`config.mk`:
```
export PLATFORM = sky130hd
export DESIGN_NAME = reg_write_back_file
export DESIGN_NICKNAME = d
export VERILOG_FILES = /design/src/rtl/reg_write_back_file.sv
export SDC_FILE = /design/constraint.sdc
export NUM_CORES = 2
export LEC_CHECK = 0
export BUFFER_PORTS_ARGS = -buffer_cell sky130_fd_sc_hd__buf_4
export CORE_UTILIZATION = 55
export DETAILED_ROUTE_END_ITERATION = 10
export GPL_TIMING_DRIVEN = 0
export HOLD_SLACK_MARGIN = 0.02
export PLACE_DENSITY = 0.72
export SYNTH_ARGS = -nofsm -noshare
export SYNTH_HDL_FRONTEND = slang
export SYNTH_SLANG_ARGS = --single-unit
```
`constraint.sdc`:
```
create_clock -name clk -period 4.21 [get_ports clk]
set_input_delay 0.421 -clock clk [delete_from_list [all_inputs] [get_ports clk]]
set_output_delay 0.421 -clock clk [all_outputs]
set_load 0.05 [all_outputs]
```
`src/rtl/reg_write_back_file.sv`:
```
// rtl/reg_write_back_file.sv - RV32I register file with write-back port, clear sweep and retired-write counter
// Optional same-cycle write-to-read bypass: define REG_WRITE_BYPASS_EN.
module reg_write_back_file #(
    parameter int XLEN = 32
) (
    input  logic            clk,
    input  logic            rst,
    input  logic            reg_w_op,
    input  logic [4:0]      reg_w_reg_idx,
    input  logic [XLEN-1:0] reg_w_reg_val,
    input  logic [4:0]      reg_rs1_idx,
    input  logic [4:0]      reg_rs2_idx,
    output logic [XLEN-1:0] reg_rs1_val,
    output logic [XLEN-1:0] reg_rs2_val,
    output logic            ready,
    output logic [31:0]     wb_count
);

    typedef enum logic {
        ST_CLEAR = 1'b0,
        ST_RUN   = 1'b1
    } state_e;

    state_e          state_q, state_d;
    logic [4:0]      clear_idx_q, clear_idx_d;
    logic [31:0]     wb_count_q, wb_count_d;
    logic [XLEN-1:0] regs_q [32];
    logic [XLEN-1:0] regs_d [32];
    logic            wr_accept;

    // Writes are only retired once the sweep has finished; x0 is hardwired.
    assign wr_accept = (state_q == ST_RUN) && reg_w_op && (reg_w_reg_idx != 5'd0);

    // The storage array has no reset of its own; the sweep zeroes it.
    always_ff @(posedge clk) begin
        if (rst) begin
            state_q     <= ST_CLEAR;
            clear_idx_q <= 5'd0;
            wb_count_q  <= 32'd0;
        end else begin
            state_q     <= state_d;
            clear_idx_q <= clear_idx_d;
            wb_count_q  <= wb_count_d;
            regs_q      <= regs_d;
        end
    end

    always_comb begin
        state_d = state_q;
        case (state_q)
            ST_CLEAR: if (clear_idx_q == 5'd31) state_d = ST_RUN;
            ST_RUN:   state_d = ST_RUN;
            default:  state_d = ST_CLEAR;
        endcase
    end

    always_comb begin
        clear_idx_d = clear_idx_q;
        wb_count_d  = wb_count_q;
        regs_d      = regs_q;
        if (state_q == ST_CLEAR) begin
            regs_d[clear_idx_q] = '0;
            clear_idx_d         = clear_idx_q + 5'd1;
        end else if (wr_accept) begin
            regs_d[reg_w_reg_idx] = reg_w_reg_val;
            wb_count_d            = wb_count_q + 32'd1;
        end
    end

    always_comb begin
        ready       = (state_q == ST_RUN);
        wb_count    = wb_count_q;
        reg_rs1_val = '0;
        reg_rs2_val = '0;
        if (state_q == ST_RUN) begin
            if (reg_rs1_idx != 5'd0) reg_rs1_val = regs_q[reg_rs1_idx];
            if (reg_rs2_idx != 5'd0) reg_rs2_val = regs_q[reg_rs2_idx];
`ifdef REG_WRITE_BYPASS_EN
            if (wr_accept && (reg_w_reg_idx == reg_rs1_idx)) reg_rs1_val = reg_w_reg_val;
            if (wr_accept && (reg_w_reg_idx == reg_rs2_idx)) reg_rs2_val = reg_w_reg_val;
`else
`endif
        end
    end

endmodule

```
==> impl_results.rst <==
.. list-table::
   :header-rows: 1

   * - Metric
     - Value
   * - Dominant cells by area after synthesis
     - edfxtp_1, mux2i_1, nand2_1
   * - Reg-to-reg setup timing slack
     - 0.27 ns
   * - Leading area contributor after synthesis
     - edfxtp_1
   * - Type of destination of the critical path
     - primary output
   * - Number of buffers on the longest clock path
     - 3
   * - Maximum fanout along the worst path
     - 10
   * - Total global routing overflow
     - 0
   * - Final worst-path cycle share
     - 103%
   * - Clk root buf
     - clkbuf_16
   * - Static leakage power
     - 25.5 nW
   * - Initial antenna violation count
     - 9
   * - Total core area
     - 0.105 sq mm
   * - HP Start
     - rst
   * - Depth of the worst hold-timing path
     - 3
   * - Core utilization of the finished layout
     - 62.9%
   * - Post-synthesis average cell area
     - 10.8 sq um
   * - Slew at the pin closest to its max-slew limit
     - 1.46 ns
   * - Final wirelength
     - 227000 um
   * - Min Clock Period, post-route
     - 4.35 ns
   * - Met2 routing resource usage after global routing
     - 61.6%
   * - Number of global-route vias before repair
     - 47000
   * - Yosys warning total
     - 0
   * - Wire length per cell after detailed routing
     - 31.5 um
   * - Share of synthesized flip-flops with an asynchronous set or reset
     - 0%
   * - Dominant synthesized flop cell
     - edfxtp_1
   * - Element type at the critical path start
     - input port
   * - Number of buffers inserted by port buffering
     - 146
   * - Area growth, synth to finish
     - 13.4%
   * - H-tree level count
     - 3
   * - Overall fraction of global-route tracks in use
     - 41.6%
   * - Count of flip-flops with a built-in enable after synthesis
     - 992
   * - Clock buffer count from CTS
     - 113
   * - Die height
     - 328 um
   * - Worst vdd rail ir drop
     - 0.340 mV
   * - Share of cells above drive strength 1
     - 14.4%
   * - DRC marker count from the first detailed-route iteration
     - 7700
   * - Number of distinct library cells after synthesis
     - 57
   * - Number of I/O pins
     - 147
   * - Final Max Tran Viols
     - 0
   * - Final setup skew
     - 0.0256 ns
   * - Antenna Nets Post-Route
     - 0
   * - Portion of the post-synthesis area used by sequential elements
     - 52.3%
   * - Number of cell instances on the worst register-to-register path
     - 8
   * - Number of inserted filler cells in the final layout
     - 8489
   * - Achievable frequency
     - 0.230 GHz
   * - CTS sink cnt
     - 1030
   * - Post-synthesis instance area
     - 0.0584 sq mm
   * - Total number of vias
     - 48800
   * - Top Usage Layer GRT
     - met2
   * - Routability cong.
     - 1.02
   * - Data required time of the worst path
     - 3.79 ns
   * - Final count of hold timing violations
     - 0
   * - Worst slew slack as a fraction of its limit
     - 2.96%
   * - Global Route met1 Usage
     - 54.1%
   * - Worst hold path endpoint
     - wb_count[30]$_SDFFE_PP0P_
   * - Clock tree from TritonCTS
     - done
   * - Maximum number of pins on one net before global-route repair
     - 26
   * - Total setup violations reported at the end of the flow
     - 15
   * - Post-detailed-route via-to-cell ratio
     - 6.78
   * - Post-Syn Nets
     - 5467
   * - Maximum capacitance violations
     - 0
   * - Post-Place Worst Slack
     - 0.0143 ns
   * - Violated checks
     - negative setup slack
   * - Met3 Resource Use GR
     - 16.8%
   * - Share of Yosys cell area claimed by the top area cell type
     - 51.0%
   * - Synth top cells by count
     - nand2_1, edfxtp_1, o21ai_0
   * - NumNets Final
     - 5761
   * - Seq cells post-synth
     - 1030
   * - Setup repair after global routing missed its margin
     - false
   * - Most common cell in the synthesized netlist
     - nand2_1
   * - DPL Wire Length
     - 180000 um
   * - Die Span X
     - 328 um
   * - Die Footprint
     - 0.107 sq mm
   * - Endpoint arrival time on the critical path
     - 3.93 ns
   * - Launch point of the worst reg-to-reg path
     - ready$_SDFF_PP0_
   * - FP Rows
     - 119
   * - Mapped Cells
     - 5411
   * - Power per cell area
     - 392 mW/mm^2
   * - Starting density of the core
     - 55.5%
   * - First-pass detailed-route iteration total
     - 9
   * - Worst reg2reg path endpoint
     - regs_q[261]$_DFFE_PP_
   * - Result of the run
     - complete, but fails checks
   * - Post-layout worst setup margin
     - -0.142 ns
   * - Hold/Removal Path Class
     - in -> reg
   * - Clock-pin slew on the worst setup and hold paths
     - 0.06 ns
   * - Skew-Pair Late Insertion Delay
     - 0.73 ns
   * - Crit Path Category
     - in -> out
   * - DRC violations left
     - 0
   * - First-pass GRT wire length
     - 322000 um
==> state kept, by name, indices dropped and copies added, names as in the netlist <==
name and flops:
wb_count 32, clear_idx_q 5, regs_q 992, ready 1
==> per-stage QoR <==
step / instance area (sq um) / total power [mW] / hold WS [ns] / cells / setup TNS (ns)
after floorplan: 58400 / 14.3 / 0.534 / 5411 / 0
after global placement: 61200 / 15.1 / 0.503 / 6948 / -863.63
after detailed placement: 62200 / 15.3 / 0.501 / 6981 / 0
after CTS: 66100 / 25.8 / 0.0224 / 7197 / 0
after global routing: 66200 / 26.5 / 0.0473 / 7197 / 0
final: 66200 / 26.0 / 0.0308 / 7203 / -0.638
==> worst max-delay path: stages <==
cell	delay, ns
buf_4	0.13
buf_2	0.46
clkbuf_4	0.55
buf_2	0.40
mux2i_1	0.24
o22ai_1	0.14
o21ai_0	0.63
nand4_1	0.56
buf_4	0.37
==> cell usage in the layout, fill, tap and decap left out, drive strengths merged, types with 12 or more instances in the layout <==
cell / synthesis / final
a21oi: 50 / 50
a221oi: 64 / 64
a22oi: 192 / 192
a31oi: 16 / 16
buf: 237 / 414
bufinv: 0 / 17
clkbuf: 303 / 442
clkinv: 0 / 43
clkinvlp: 0 / 16
dfxtp: 38 / 38
edfxtp: 992 / 992
inv: 33 / 36
mux2i: 579 / 579
mux4: 192 / 192
nand2: 1186 / 1186
nand3: 12 / 12
nand4: 72 / 72
nor2: 70 / 70
nor2b: 14 / 14
nor3: 12 / 12
nor4: 12 / 12
o21ai: 1061 / 1061
o22ai: 192 / 192
xnor2: 23 / 23
==> area by class of cell <==
type / instances / area [sq um] / area share (%)
clock buffer: 137 / 3020 / 4.56
inverter: 33 / 124 / 0.187
antenna: 6 / 15.0 / 0.0227
multi-input combinational: 3808 / 25600 / 38.7
timing repair buffer: 179 / 1750 / 2.65
buffer: 540 / 2430 / 3.68
tap: 1391 / 1740 / 2.63
sequential: 1030 / 30500 / 46.2
clock inverter: 79 / 896 / 1.35
==> power by group <==
part           switching (mW)  internal (mW)  total, mW
sequential              0.485           12.0       12.5
combinational            1.75           1.06       2.81
clock                    4.52           6.16       10.7
==> what timing repair did <==
action / CTS / global route
buffers inserted: 0 / 0
endpoints found under the setup margin: 31 / 31
hold buffers: 0 / 0
resized for setup: 2 / 24
==> how the worst max path moves through the flow <==
stage | start | to | slack [ns] | cells after the start
detailed placement | reg_rs2_idx[1] | reg_rs2_val[31] | 0.01 | 9
CTS | reg_rs1_idx[1] | reg_rs1_val[31] | 0.003 | 9
global placement | reg_w_reg_idx[2] | regs_q[136]$_DFFE_PP_ | -1.28 | 7
finish | reg_rs1_idx[1] | reg_rs1_val[14] | -0.14 | 9
floorplan | ready$_SDFF_PP0_ | regs_q[192]$_DFFE_PP_ | 0.73 | 7
global route | reg_rs1_idx[1] | reg_rs1_val[15] | 0.006 | 9
==> routing by layer <==
layer  up-vias  wire (um)
li1      21000          -
met1     23900      82800
met2      3529      98500
met3       478      35200
met4         4      10500
met5         -         31
==> cells by family after synthesis <==
kind of cell               Yosys count  synth area share (%)
buffers and inverters              573                  4.37
and+or+nand+nor                   1421                  10.1
AOI/OAI and AO/OA                 1581                  15.3
xor gates and xnor gates            29                 0.435
adders and majority gates            6                 0.129
DFF                               1030                  52.3
muxes                              771                  17.3
No activity file was read; power rests on OpenSTA's default activity.
